### src/rtl/gb_timer.sv
// gb_timer: DIV/TIMA/TMA/TAC timer peripheral with delayed TIMA reload and interrupt pulse
module gb_timer (
  input  logic        clk,
  input  logic        rst,
  input  logic [15:0] addr,
  input  logic        wr_en,
  input  logic [7:0]  data_in,
  output logic [7:0]  data_out,
  output logic        timer_irq
);
  typedef enum logic [2:0] {RUN, OVF1, OVF2, OVF3, RELOAD} state_t;
  state_t      r_state, w_state_nxt;
  logic [15:0] r_sys_cnt;
  logic [7:0]  r_tima, r_tma, w_tima_nxt, w_tma_nxt;
  logic [2:0]  r_tac;
  logic        r_tick_q, w_tick, w_inc, w_sel_bit;
  logic        w_wr_div, w_wr_tima, w_wr_tma, w_wr_tac;
  assign w_wr_div  = wr_en & (addr == 16'hFF04);
  assign w_wr_tima = wr_en & (addr == 16'hFF05);
  assign w_wr_tma  = wr_en & (addr == 16'hFF06);
  assign w_wr_tac  = wr_en & (addr == 16'hFF07);
  assign w_sel_bit = r_tac[1] ? (r_tac[0] ? r_sys_cnt[7] : r_sys_cnt[5])
                              : (r_tac[0] ? r_sys_cnt[3] : r_sys_cnt[9]);
  assign w_tick    = r_tac[2] & w_sel_bit;
  // Falling edge of the gated tick; DIV/TAC writes can create one on purpose
  assign w_inc     = r_tick_q & ~w_tick;
  // A TMA write in the reload cycle is what gets loaded into TIMA
  assign w_tma_nxt = w_wr_tma ? data_in : r_tma;
  assign timer_irq = (r_state == RELOAD);
  // Next TIMA value and overflow sequencing; CPU TIMA writes cancel a pending reload
  always_comb begin
    w_state_nxt = RUN;
    w_tima_nxt  = r_tima;
    case (r_state)
      RUN: begin
        if (w_wr_tima) w_tima_nxt = data_in;
        else if (w_inc) begin
          w_tima_nxt  = r_tima + 8'd1;
          w_state_nxt = (r_tima == 8'hFF) ? OVF1 : RUN;
        end
      end
      OVF1, OVF2, OVF3: begin
        w_state_nxt = w_wr_tima ? RUN : (r_state == OVF1) ? OVF2 : (r_state == OVF2) ? OVF3 : RELOAD;
        w_tima_nxt  = w_wr_tima ? data_in : w_inc ? r_tima + 8'd1 : r_tima;
      end
      RELOAD: w_tima_nxt = w_tma_nxt;
      default: ;
    endcase
  end
  // Register read mux
  always_comb begin
    data_out = (addr == 16'hFF04) ? r_sys_cnt[15:8] :
               (addr == 16'hFF05) ? r_tima :
               (addr == 16'hFF06) ? r_tma :
               (addr == 16'hFF07) ? {5'b11111, r_tac} : 8'hFF;
  end
  // State registers
  always_ff @(posedge clk) begin
    if (rst) begin
      r_sys_cnt <= '0;
      r_tima    <= '0;
      r_tma     <= '0;
      r_tac     <= '0;
      r_tick_q  <= 1'b0;
      r_state   <= RUN;
    end else begin
      r_sys_cnt <= w_wr_div ? 16'h0000 : r_sys_cnt + 16'd1;
      r_tima    <= w_tima_nxt;
      r_tma     <= w_tma_nxt;
      r_tac     <= w_wr_tac ? data_in[2:0] : r_tac;
      r_tick_q  <= w_tick;
      r_state   <= w_state_nxt;
    end
  end
endmodule
### config.mk
export PLATFORM = sky130hd
export DESIGN_NAME = gb_timer
export DESIGN_NICKNAME = d
export VERILOG_FILES = /design/src/rtl/gb_timer.sv
export SDC_FILE = /design/constraint.sdc
export NUM_CORES = 1
export LEC_CHECK = 0
export ABC_CLOCK_PERIOD_IN_PS = 9750
export CELL_PAD_IN_SITES_DETAIL_PLACEMENT = 1
export CELL_PAD_IN_SITES_GLOBAL_PLACEMENT = 1
export CORE_MARGIN = 8
export CORE_UTILIZATION = 40
export DETAILED_ROUTE_END_ITERATION = 8
export GPL_ROUTABILITY_DRIVEN = 0
export PLACE_DENSITY = 0.78
export SETUP_SLACK_MARGIN = 0.05
export SLEW_MARGIN = 5
export SYNTH_ARGS = -nofsm -noshare
export SYNTH_HDL_FRONTEND = slang
export SYNTH_SLANG_ARGS = --single-unit
export TNS_END_PERCENT = 50
### constraint.sdc
create_clock -name clk -period 9.75 [get_ports clk]
set_clock_uncertainty 0.2 [all_clocks]
set_input_delay 2.925 -clock clk [delete_from_list [all_inputs] [get_ports clk]]
set_output_delay 2.925 -clock clk [all_outputs]
set_load 0.02 [all_outputs]
======== Word level (Yosys, flattened, before mapping) ========
Index checks and enable logic that the tools add are counted.
Widths: inputs -> output; s select.
word-level totals
  register bits ........................... 39
  logic and storage cells ................. 49
  output and inout bits ................... 9
  input bits .............................. 27
operators by class
  equality and inequality tests ........... 10
  bitwise operators ....................... 7
  add/subtract/negate cells ............... 2
  mux-type cells .......................... 18
  reductions and logical operators ........ 6
operator list
  cell                   count
  $eq 16x16->1 const B   4
  $mux 8                 6
  $add 16x1->16 const B  1
  $pmux 8 s2             1
  $mux 3                 4
  $add 8x1->8 const B    1
  $eq 8x8->1 const B     1
  $and 1x1->1            6
  $eq 3x2->1 const B     2
  $mux 1                 6
  $pmux 3 s2             1
  $reduce_or 4->1        1
  $eq 3x1->1 const B     1
  $eq 3x3->1 const B     1
  $logic_not 3->1        1
  $ne 3x1->1 const B     1
  $reduce_or 3->1        1
  $reduce_and 2->1       1
  $reduce_bool 2->1      1
  $reduce_or 2->1        1
  $not 1->1              1

======== Logic depth before layout (Yosys ltp) ========
  depth in word-level cells ............... 8
  depth in mapped cells ................... 8
  gate-level depth less buffers ........... 8

======== Worst setup path before layout ========
OpenSTA, ideal clock, no wires.
  path kind ............................... input to output
  start point ............................. input port addr[5]
  end point ............................... output port data_out[0]
  cell stages on the path ................. 4
  required time ........................... 6625 ps
  path slack .............................. 2376 ps
  arrival time ............................ 4249 ps
  path buffers ............................ 1
  path through ............................ or4_4 nor4_2 buf_2 nand2b_1
on the way
  word-level cells in the longest chain between the ends .. 5
  elaborated cells between the ends (all ways) .. 8
  classes of those cells .................. 4 x eq/ne; 4 x mux
ends and longest elaborated chain
  element       line  source
  from (decl)   5     input logic [15:0] addr,
  $eq 16x16->1  55    (addr == 16'hFF07) ? {5'b11111, r_tac} : 8'hFF;
  $mux 3        55
  $mux 8        54    (addr == 16'hFF06) ? r_tma :
  $mux 8        53    (addr == 16'hFF05) ? r_tima :
  $mux 8 (*)    52    data_out = (addr == 16'hFF04) ? r_sys_cnt[15:8] :
  to (decl)     8     output logic [7:0] data_out,
Mark *: on every way between the ends. The rest lies on a longest branch, timed or not.

======== Worst setup path after layout ========
  start point ............................. input port addr[1]
  end point ............................... output port data_out[0]
The elaborated chain is that of the path after synthesis.

==> Implementation_results.wiki <==
{| class="wikitable"
! Metric !! Value
|-
| Status || finished clean
|-
| TritonCTS clock tree || done
|-
| Transition at the pin with the smallest max-transition slack || 0.892 ns
|-
| Fraction of synthesized area in multiplexers || 0.0840
|-
| Clock transition time at the flip-flop clock pins of the worst setup and hold paths || 0.07 ns
|-
| Syn Inst Count || 272
|-
| Cell depth of the worst flop-to-flop path || 8
|-
| Final Hold Fails || 0
|-
| Number of I/O port buffers || 35
|-
| Total of endpoints with negative setup slack in the final report || 0
|-
| Crit. End Element || output port
|-
| Netlist area before placement || 2190 um^2
|-
| Post-CTS setup buffer count || 0
|-
| Pint || 0.223 mW
|-
| Horiz. Die Dim || 90.0 um
|-
| Summed negative setup slack over all endpoints || 0 ns
|-
| Fraction of layout cells with a size suffix above 1 || 0.0787
|-
| Num CTS Buffers || 5
|-
| Area overhead of the layout relative to synthesis || 22.3%
|-
| CP arrival || 5.07 ns
|-
| Unrepaired setup endpoints after global routing || no
|-
| Clock power share || 0.373
|-
| Ys async rst share || 0
|-
| Hold depth || 1
|-
| Total number of placement rows || 27
|-
| Initial cell density of the core || 0.405
|-
| Cell area after layout || 2680 um^2
|-
| Flip-flop and latch area || 781 um^2
|-
| Core Box Area || 5410 um^2
|-
| Critical path class || input port to output port
|-
| Startpoint types || input port
|-
| Hold slack final || 0.253 ns
|-
| First drt pass iteration count || 4
|-
| Sw Share || 0.244
|-
| CTS H-tree depth || 2
|-
| Largest family of logic cells by synthesized area || simple AND/OR/NAND/NOR gates
|-
| Number of buffers inserted by hold repair at cts || 0
|-
| Diode insertion count for antenna repair || 0
|-
| Fin nets || 333
|-
| Via count of the first global-routing pass || 2277
|-
| Post-synthesis simple-gate area fraction || 0.308
|-
| Pwr Density || 110 nW/um^2
|-
| Count of flip-flops with a built-in enable after synthesis || 0
|-
| Final Max Slew Viols || 0
|-
| Clock tree sinks || 39
|-
| Global-route total usage across every layer || 0.166
|-
| Number of library cell types mapped by synthesis || 47
|-
| Sequential share of the synthesized area || 0.357
|-
| Flip-flop and latch count after synthesis || 39
|-
| Iter 0 DRT Violations || 104
|-
| DP HPWL || 4.92 mm
|-
| Maximum frequency from static timing analysis || 0.122 GHz
|-
| Insertion delay to the later sink of the worst-skew pair || 0.30 ns
|-
| Vertical extent of the die || 90.0 um
|-
| Filler Cells Inserted || 680
|-
| Sequential Power Share || 0.545
|-
| Post-route antenna net violation count || 0
|-
| Maxcap violations || 0
|-
| P_leak || 0.894 nW
|-
| Residual overflow from global routing || 0
|-
| Average via count per standard cell || 5.70
|-
| Primary FF master, synth || sky130_fd_sc_hd__dfxtp_1
|-
| # resized after CTS || 0
|-
| Relative slew slack || 0.403
|-
| Die area || 8090 um^2
|-
| Power share of the combinational group || 0.082
|-
| Post-Syn Area per Cell || 8.05 um^2
|-
| Worst path required time || 6.63 ns
|-
| Maximum resistive drop on vdd || 0.0754 mV
|-
| Initial antenna violation count || 0
|-
| XOR/XNOR share of the synthesized area || 0.0520
|-
| Number of top-level pins || 36
|-
| Total wirelength of the detailed-routed design || 6.62 mm
|-
| Worst-path fanout max || 13
|-
| DRC violation count after routing || 0
|-
| Switching component of the power || 0.0722 mW
|-
| Routed via count || 2150
|-
| Post-synthesis adder-cell area fraction || 0.0114
|-
| Final core occ || 0.495
|-
| Share of the cycle needed by the critical path after routing || 0.840
|-
| Detail-routed net length per standard cell || 17.6 um
|-
| First-pass GRT wire length || 11.4 mm
|-
| Syn nets || 301
|-
| Tmin final || 8.19 ns
|-
| Largest net degree at the start of global routing || 24
|-
| Area of combinational cells with multiple inputs || 1340 um^2
|-
| Clock Tree Buf Depth || 2
|-
| Yosys synthesis warning count || 0
|-
| Class of the tightest hold or removal check || flip-flop to flip-flop
|-
| Clock tree root driver cell || sky130_fd_sc_hd__clkbuf_8
|-
| Fraction of the mapped netlist area in compound gates || 0.157
|-
| Area after detailed placement || 2590 um^2
|}
## layout make-up
cell class	count	share of cell area
timing repair buffer	36	0.134
inverter	6	0.00842
multi-input combinational	216	0.501
clock inverter	2	0.00468
tap	72	0.0337
clock buffer	6	0.0271
sequential	39	0.292
## metal layers
| metal | GRT usage | vias to the layer above | share of wire |
|---|---|---|---|
| li1 | - | 1046 | - |
| met1 | 0.203 | 1059 | 0.46 |
| met2 | 0.292 | 35 | 0.50 |
| met3 | 0.0324 | 10 | 0.031 |
| met4 | 0.0374 | 0 | 0.014 |
| met5 | 0 | - | 0 |
## cell usage after synthesis, types with 2 or more instances
| library cell | instances | area [um^2] |
|---|---|---|
| sky130_fd_sc_hd__ha_1 | 2 | 25.0 |
| sky130_fd_sc_hd__clkbuf_1 | 7 | 26.3 |
| sky130_fd_sc_hd__dfxtp_1 | 39 | 781 |
| sky130_fd_sc_hd__and3_1 | 4 | 25.0 |
| sky130_fd_sc_hd__o22ai_1 | 8 | 50.1 |
| sky130_fd_sc_hd__nor2_1 | 30 | 113 |
| sky130_fd_sc_hd__nand2b_1 | 8 | 50.1 |
| sky130_fd_sc_hd__inv_1 | 6 | 22.5 |
| sky130_fd_sc_hd__or4_4 | 2 | 22.5 |
| sky130_fd_sc_hd__mux4_2 | 3 | 67.6 |
| sky130_fd_sc_hd__nand4_1 | 3 | 18.8 |
| sky130_fd_sc_hd__o311ai_0 | 2 | 17.5 |
| sky130_fd_sc_hd__nor4_1 | 5 | 31.3 |
| sky130_fd_sc_hd__mux2i_1 | 6 | 60.1 |
| sky130_fd_sc_hd__a22oi_1 | 3 | 22.5 |
| sky130_fd_sc_hd__nor2b_1 | 2 | 12.5 |
| sky130_fd_sc_hd__nand3_1 | 16 | 80.1 |
| sky130_fd_sc_hd__xnor2_1 | 6 | 52.6 |
| sky130_fd_sc_hd__o21ai_0 | 8 | 40.0 |
| sky130_fd_sc_hd__buf_2 | 3 | 15.0 |
| sky130_fd_sc_hd__a21oi_1 | 19 | 95.1 |
| sky130_fd_sc_hd__xor2_1 | 7 | 61.3 |
| sky130_fd_sc_hd__nor3_1 | 8 | 40.0 |
| sky130_fd_sc_hd__mux2_2 | 5 | 56.3 |
| sky130_fd_sc_hd__nand2_1 | 38 | 143 |
| sky130_fd_sc_hd__a21o_1 | 2 | 15.0 |
| sky130_fd_sc_hd__or3_1 | 5 | 31.3 |
| sky130_fd_sc_hd__or2_2 | 2 | 12.5 |
| sky130_fd_sc_hd__a211oi_1 | 5 | 37.5 |
## power by group through the flow
stage	logic, mW	registers [mW]	clock network, mW
floorplan	0.0102	0.165	0
global placement	0.0240	0.165	0
detailed placement	0.0244	0.165	0
CTS	0.0245	0.161	0.113
global route	0.0266	0.161	0.120
finish	0.0243	0.161	0.110
## registers in the layout, summed over array words and instances, names as in the netlist
name	flops
r_state	3
r_tick_q	1
r_sys_cnt	16
r_tac	3
r_tima	8
r_tma	8
## worst max-delay path, stage by stage
cell and delay, ns:
sky130_fd_sc_hd__clkdlybuf4s50_1 0.87, sky130_fd_sc_hd__mux4_2 0.57, sky130_fd_sc_hd__nand2b_1 0.15, sky130_fd_sc_hd__clkdlybuf4s50_1 0.55
## kinds of logic after synthesis
| family | after synthesis |
|---|---|
| simple gates | 132 |
| compound gates | 55 |
| flops | 39 |
| buf+inv | 17 |
| mux | 14 |
| xor+xnor | 13 |
| fa+ha+maj | 2 |
## cell usage in the layout, fill, tap and decap left out, drive strengths merged, types with 7 or more instances in the layout
cell / count
a21oi: 19
o21ai: 9
clkdlybuf4s50: 35
nor3: 8
dfxtp: 39
xor2: 7
nand3: 16
nor2: 30
nand2: 38
nor4: 7
nand2b: 8
o22ai: 8
## worst paths after layout
kind	start	to	slack, ns
worst min register to register	r_sys_cnt[0]	r_sys_cnt[0]	0.25
worst max-delay path	addr[1]	data_out[0]	1.56
worst max register to register	r_state[2]	r_tima[0]	7.00
worst min-delay path	r_sys_cnt[0]	r_sys_cnt[0]	0.25
## stage by stage
stage                     setup slack [ns]  instances  total power [mW]
after floorplan                       2.38        272             0.175
after global placement                1.56        369             0.189
after detailed placement              1.53        369             0.189
after CTS                             1.53        377             0.299
after global routing                  1.45        377             0.308
final                                 1.56        377             0.296
Note: power is estimated with default switching activity, not from simulation.
